==> src/rtl/cache_line_refill_engine.sv <==
// Line refill engine: accepts one miss request, optionally writes the dirty
// victim out as byte writes, then reads the fill line byte by byte and hands
// the assembled line back to the cache over a valid/ready handshake.
module cache_line_refill_engine #(
    parameter int LINE_BYTES = 8,
    parameter int READ_WAIT  = 0,
    parameter int STAT_W     = 32
) (
    input  logic              clk,
    input  logic              reset,
    input  logic              req_valid,
    output logic              req_ready,
    input  logic [31:0]       req_fill_addr,
    input  logic              req_wb,
    input  logic [31:0]       req_wb_addr,
    input  logic [63:0]       req_wb_data,
    output logic              resp_valid,
    input  logic              resp_ready,
    output logic [63:0]       resp_data,
    output logic [31:0]       resp_addr,
    output logic [31:0]       mem_addr,
    output logic [7:0]        mem_wdata,
    output logic              mem_we,
    input  logic [7:0]        mem_rdata,
    output logic [STAT_W-1:0] stat_fills,
    output logic [STAT_W-1:0] stat_wbs
);

    localparam int BEAT_W = $clog2(LINE_BYTES);
    localparam logic [BEAT_W-1:0] LAST_BEAT = BEAT_W'(LINE_BYTES - 1);
    localparam logic [3:0]        WAIT_LAST = 4'(READ_WAIT);

    typedef enum logic [1:0] {IDLE, WB, FILL, RESP} state_t;

    state_t               state, state_n;
    logic [BEAT_W-1:0]    beat, beat_n;
    logic [3:0]           wait_cnt, wait_n;
    logic [31-BEAT_W:0]   fill_addr, fill_addr_n;
    logic [31-BEAT_W:0]   wb_addr, wb_addr_n;
    logic [63:0]          wb_data, wb_data_n;
    logic [63:0]          line, line_n;
    logic                 req_ready_n, resp_valid_n, mem_we_n;
    logic [63:0]          resp_data_n;
    logic [31:0]          resp_addr_n, mem_addr_n;
    logic [7:0]           mem_wdata_n;
    logic [STAT_W-1:0]    stat_fills_n, stat_wbs_n;

    // Byte-offset bits of the request addresses are intentionally dropped.
    logic unused_ok;
    assign unused_ok = ^{req_fill_addr[BEAT_W-1:0], req_wb_addr[BEAT_W-1:0]};

    // Next-state and next-output logic; every output is a register, so the
    // address/data for the first beat of a phase is prepared on the edge
    // that enters that phase.
    always_comb begin
        state_n      = state;
        beat_n       = beat;
        wait_n       = wait_cnt;
        fill_addr_n  = fill_addr;
        wb_addr_n    = wb_addr;
        wb_data_n    = wb_data;
        line_n       = line;
        req_ready_n  = req_ready;
        resp_valid_n = resp_valid;
        resp_data_n  = resp_data;
        resp_addr_n  = resp_addr;
        mem_addr_n   = mem_addr;
        mem_wdata_n  = mem_wdata;
        mem_we_n     = 1'b0;
        stat_fills_n = stat_fills;
        stat_wbs_n   = stat_wbs;

        case (state)
            IDLE: begin
                if (req_valid && req_ready) begin
                    fill_addr_n = req_fill_addr[31:BEAT_W];
                    wb_addr_n   = req_wb_addr[31:BEAT_W];
                    wb_data_n   = req_wb_data;
                    beat_n      = '0;
                    wait_n      = '0;
                    req_ready_n = 1'b0;
                    if (req_wb) begin
                        state_n     = WB;
                        mem_we_n    = 1'b1;
                        mem_addr_n  = {req_wb_addr[31:BEAT_W], {BEAT_W{1'b0}}};
                        mem_wdata_n = req_wb_data[7:0];
                    end else begin
                        state_n    = FILL;
                        mem_addr_n = {req_fill_addr[31:BEAT_W], {BEAT_W{1'b0}}};
                    end
                end
            end
            WB: begin
                if (beat == LAST_BEAT) begin
                    stat_wbs_n = stat_wbs + STAT_W'(1);
                    beat_n     = '0;
                    state_n    = FILL;
                    mem_addr_n = {fill_addr, {BEAT_W{1'b0}}};
                end else begin
                    beat_n      = beat + BEAT_W'(1);
                    mem_we_n    = 1'b1;
                    mem_addr_n  = {wb_addr, beat_n};
                    mem_wdata_n = wb_data[{beat_n, 3'b000} +: 8];
                end
            end
            FILL: begin
                if (wait_cnt == WAIT_LAST) begin
                    wait_n = '0;
                    line_n[{beat, 3'b000} +: 8] = mem_rdata;
                    if (beat == LAST_BEAT) begin
                        stat_fills_n = stat_fills + STAT_W'(1);
                        beat_n       = '0;
                        resp_data_n  = line_n;
                        resp_addr_n  = {fill_addr, {BEAT_W{1'b0}}};
                        resp_valid_n = 1'b1;
                        state_n      = RESP;
                    end else begin
                        beat_n     = beat + BEAT_W'(1);
                        mem_addr_n = {fill_addr, beat_n};
                    end
                end else begin
                    wait_n = wait_cnt + 4'd1;
                end
            end
            RESP: begin
                if (resp_ready) begin
                    resp_valid_n = 1'b0;
                    req_ready_n  = 1'b1;
                    state_n      = IDLE;
                end
            end
            default: state_n = IDLE;
        endcase
    end

    // State and output registers with synchronous reset.
    always_ff @(posedge clk) begin
        if (reset) begin
            state      <= IDLE;
            beat       <= '0;
            wait_cnt   <= '0;
            fill_addr  <= '0;
            wb_addr    <= '0;
            wb_data    <= '0;
            line       <= '0;
            req_ready  <= 1'b1;
            resp_valid <= 1'b0;
            resp_data  <= '0;
            resp_addr  <= '0;
            mem_addr   <= '0;
            mem_wdata  <= '0;
            mem_we     <= 1'b0;
            stat_fills <= '0;
            stat_wbs   <= '0;
        end else begin
            state      <= state_n;
            beat       <= beat_n;
            wait_cnt   <= wait_n;
            fill_addr  <= fill_addr_n;
            wb_addr    <= wb_addr_n;
            wb_data    <= wb_data_n;
            line       <= line_n;
            req_ready  <= req_ready_n;
            resp_valid <= resp_valid_n;
            resp_data  <= resp_data_n;
            resp_addr  <= resp_addr_n;
            mem_addr   <= mem_addr_n;
            mem_wdata  <= mem_wdata_n;
            mem_we     <= mem_we_n;
            stat_fills <= stat_fills_n;
            stat_wbs   <= stat_wbs_n;
        end
    end

endmodule
==> config.mk <==
export PLATFORM = sky130hd
export DESIGN_NAME = cache_line_refill_engine
export DESIGN_NICKNAME = d
export VERILOG_FILES = /design/src/rtl/cache_line_refill_engine.sv
export SDC_FILE = /design/constraint.sdc
export NUM_CORES = 1
export LEC_CHECK = 0
export CAP_MARGIN = 10
export CORE_MARGIN = 4
export CORE_UTILIZATION = 55
export CTS_BUF_LIST = sky130_fd_sc_hd__clkbuf_4 sky130_fd_sc_hd__clkbuf_8 sky130_fd_sc_hd__clkbuf_16
export DETAILED_ROUTE_END_ITERATION = 12
export GPL_ROUTABILITY_DRIVEN = 0
export PLACE_DENSITY = 0.85
export SKIP_LAST_GASP = 1
export SYNTH_ARGS = -nofsm -noshare
export SYNTH_HDL_FRONTEND = slang
export SYNTH_SLANG_ARGS = --single-unit
export TNS_END_PERCENT = 10
==> constraint.sdc <==
create_clock -name clk -period 8.3 [get_ports clk]
set_input_delay 2.49 -clock clk [delete_from_list [all_inputs] [get_ports clk]]
set_output_delay 2.49 -clock clk [all_outputs]
set_load 0.1 [all_outputs]
# Word level (Yosys, flattened, before mapping)
# Index checks and enable logic that the tools add are counted.
[totals] n_memories=0 mem_bits_ro=0 ram_bits=0 latchBits=0 reg_bits=395 wordCells=91
[op_classes] mux=36 n_eq_ne=12 n_reduce_logical=19 n_lt_le_gt_ge=0 add_sub_neg=5 mul=0 n_div=0 n_shift=3 bitwise=0
[op_table] operator="$mux 32" n=5
[op_table] operator="$pmux 32 s3" n=1
[op_table] operator="$add 32x1->32 const B" n=2
[op_table] operator="$bwmux 64" n=1
[op_table] operator="$shift 8x8->64 const A" n=1
[op_table] operator="$shiftx 64x7->8" n=1
[op_table] operator="$shiftx 8x8->64" n=1
[op_table] operator="$mux 8" n=3
[op_table] operator="$ne 2x2->1 const B" n=8
[op_table] operator="$pmux 8 s2" n=1
[op_table] operator="$mux 2" n=6
[op_table] operator="$reduce_and 4->1" n=3
[op_table] operator="$mux 3" n=3
[op_table] operator="$pmux 3 s3" n=1
[op_table] operator="$reduce_and 3->1" n=3
[op_table] operator="$mux 1" n=8
[op_table] operator="$mux 4" n=2
[op_table] operator="$neg 6->8" n=1
[op_table] operator="$pmux 2 s4" n=1
[op_table] operator="$pmux 4 s2" n=1
[op_table] operator="$reduce_and 2->1" n=4
[op_table] operator="$reduce_bool 2->1" n=4
[op_table] operator="$pmux 1 s2" n=3
[op_table] operator="$reduce_and 5->1" n=1
[op_table] operator="9 further kinds" n=10

# Depth between registers and ports, before layout
[logic_depth] depth_word=4 depth_mapped=13 ltp_nobuf=7

# Worst setup path before layout
# OpenSTA, ideal clock, no wires.
[synth_timing] path_kind="input-to-reg" from="in req_valid" to="reg mem_addr[20]" t_arrival_ps=3598 setup_time_ps=118 path_slack_ps=4584 stages=6 cell_sequence="a21boi_0 -> a211oi_4 -> and2b_1 -> buf_6 -> buf_6 -> a22o_1"
[synth_via] elab_chain_cells=3
[synth_lines] element="start, declared" line_no="11" source="input logic req_valid,"
[synth_lines] element="$logic_and 1x1->1" line_no="75" source="if (req_valid && req_ready) begin"
[synth_lines] element="$ne 2x2->1 (no source line)"
[synth_lines] element="$reduce_and 4->1 (no source line)"
[synth_lines] element="end signal, assigned" line_no="167" source="mem_addr <= mem_addr_n;"
[synth_lines] element="end, declared" line_no="21" source="output logic [31:0] mem_addr,"
# No other way between the ends.
# A chain may end at the register's enable or synchronous reset.

# Worst setup path in the final report
[layout_timing] from="reg req_ready" to="out req_ready"
[layout_lines] element="start, declared" line_no="12" source="output logic req_ready,"
[layout_lines] element="start signal, assigned" line_no="163" source="req_ready <= req_ready_n;"
# No word-level cell between the ends.

==> flow_summary.ini <==
[outcome]
status = completed

[synthesis]
synth_top_family_by_area = simple AND/OR/NAND/NOR gates
yosysTopAreaCell = dfxtp_1
synth_top_area_frac = 0.470
synth_area_leaders = dfxtp_1 (47%), nand2_1 (7.7%), a21oi_1 (7.7%), mux2i_1 (6.4%), a211oi_1 (4.2%)
yosysMostFrequentCell = dfxtp_1
ys_top_cells_by_count = dfxtp_1 (395), nand2_1 (347), a21oi_1 (260), nor2_1 (170), clkbuf_1 (132)
synthAdderAreaFrac = 0.00966
synth_ff_type = dfxtp_1
synth-warning-count = 0
avgSynthCellArea_um2 = 8.49
synth_xor_area_frac = 0.00937
synth_area_um2 = 16800
seq_area_frac_synth = 0.470
ys_types = 58
synth_mux_area_frac = 0.0757
synth_async_sr_flop_share = 0
synth-seq-cells = 395
yosys.area_share.simple = 0.202
synthCells = 1983
synth_compound_area_frac = 0.187
synth_edf_count = 0

[pwr]
p_leak_nw = 7.66
ir_worst_vdd_mv = 0.246
powerDensity_nw_per_um2 = 257

[timing]
fin_crit_sh = 0.575
period_needed_ns = 4.77
grt_setup_unrepaired = no
slew_viol_final = 0
finalHoldViolCount = 0
setup_tns_ns = 0
clock.fmax_ghz = 0.210
whs_ns = 0.451
fin_skew_ns = 0.0107
maxSlewHeadroom = 0.194
worst_pin_slew_ns = 1.21
setup_viol = 0

[detailed_routing]
routed_wl_mm = 48.1
wl_per_cell_um = 18.3
drcViolationCount = 0
drtAntennaViolNets = 0
drtIter0Drc = 1250
dr.pass1.iters = 5
num_vias = 15600
drt-vias-per-instance = 5.93

[grt]
grt_first_pass_wirelength_mm = 76.3
grt_start_max_net_pins = 160
grt_overflow = 0
first_global_vias = 14800
grt.total_usage = 0.272
antenna_found_initial = 3

[setup_path]
critPathKind = flop to output pin
crit_required_ns = 5.81
cp_num_buf_inv = 1
crit_chain = clkdlybuf4s50_1
crit_arrival_ns = 2.28
cp_top_family = buffers and inverters
end_kind = output pin
cp_max_fo = 8
start_kind = flop
slowest_stage = clkdlybuf4s50_1
max_stage_delay_ns = 1.25

[final_layout]
drive_gt1_frac = 0.0498
syn2layout_area_growth_pct = 27.3
fillers = 2266
final-seq-area_um2 = 7910
finalNetCount = 2356
multi_input_comb_area_um2 = 8180

[job]
maxCapViolations = 0

[clock_tree]
clk_path_buf_depth = 3
cts_resized = 0
cts_tree = done
cts_hold_buf = 0
root_buffer = clkbuf_16
clock_latency_ns = 0.53
cts_buffers = 41
cts.clk_slew.worst_paths_ns = 0.06
post_cts_buffers = 0
htreeDepth = 2
cts.sinks = 395

[floorplan]
initial_core_util = 0.562
ios = 344
die_h_um = 183
rows = 63
core-area_um2 = 30000
die_area_um2 = 33500
dieWidth_um = 183

[min_path]
hold_path_class = flop to flop

[place]
io_buffers = 334
place_hpwl_mm = 31.2
## path summary, 6_finish.rpt
| kind | from | to | slack, ns | depth (start not counted) |
|---|---|---|---|---|
| max | req_ready$_SDFFE_PP1P_ | req_ready | 3.53 | 1 |
| min reg2reg | wb_data[61]$_SDFFE_PP0P_ | wb_data[61]$_SDFFE_PP0P_ | 0.45 | 2 |
| max reg2reg | state[0]$_SDFFE_PP0P_ | resp_data[1]$_SDFFE_PP0P_ | 4.69 | 7 |
| min | wb_data[61]$_SDFFE_PP0P_ | wb_data[61]$_SDFFE_PP0P_ | 0.45 | 2 |
## routing by layer
| layer | track usage | vias up | part of all wire |
|---|---|---|---|
| li1 | - | 7446 | - |
| met1 | 0.339 | 7399 | 0.41 |
| met2 | 0.464 | 622 | 0.48 |
| met3 | 0.0688 | 98 | 0.088 |
| met4 | 0.0852 | 2 | 0.031 |
| met5 | 0 | - | 0.00025 |
## power by group
| group | total [mW] | internal [mW] | switching, mW |
|---|---|---|---|
| combinational | 1.54 | 0.472 | 1.07 |
| sequential | 2.17 | 2.07 | 0.103 |
| clock | 1.81 | 1.07 | 0.734 |
| total | 5.52 | 3.61 | 1.90 |
## sequential cells by signal, summed over array words and instances (netlist names), 2 cells and up
register / flops
wait_cnt: 4
resp_addr: 29
fill_addr: 29
stat_fills: 32
mem_wdata: 8
state: 2
wb_addr: 29
line: 64
stat_wbs: 32
resp_data: 64
wb_data: 64
mem_addr: 32
beat: 3
## kinds of logic (layout without fill, tap and decap cells)
kind of cell	Yosys count	after routing
muxes	117	117
DFF	395	395
buffers and inverters	188	434
AOI/OAI and AO/OA	506	506
adders and majority gates	13	13
other	1	5
and+or+nand+nor	745	745
xor gates and xnor gates	18	18
## metrics by stage
step	cells	utilization	cell area (um2)	total power [mW]	setup slack, ns
6_report	2623	0.715	21400	5.52	3.53
5_1_grt	2622	0.715	21400	5.75	3.50
2_1_floorplan	1985	-	16800	3.33	4.58
3_5_place_dp	2549	0.670	20100	3.73	3.47
4_1_cts	2621	0.715	21400	5.53	3.52
3_3_place_gp	2549	0.670	20100	3.69	3.54
## cells in the final DEF (no fill, tap or decap), types with 27 or more instances in the layout
cell             count
dfxtp_1            395
nand2_1            346
clkdlybuf4s50_1    332
a21oi_1            260
nor2_1             170
mux2i_1            107
a211oi_1            94
clkbuf_16           43
nand3_1             37
nor2b_1             36
o21ai_0             34
nor3_1              29
a22oi_1             29
a22o_1              29
nand4_1             27
## final cells by class
cell class,instances,area share
diodes,2,0.000234
clock buffers,63,0.0604
clock inverters,9,0.00228
inverters,15,0.00263
multi-input cells,1402,0.382
flip-flops and latches,395,0.369
well taps,390,0.0228
repair buffers,347,0.161
(Power assumes the default switching activity.)
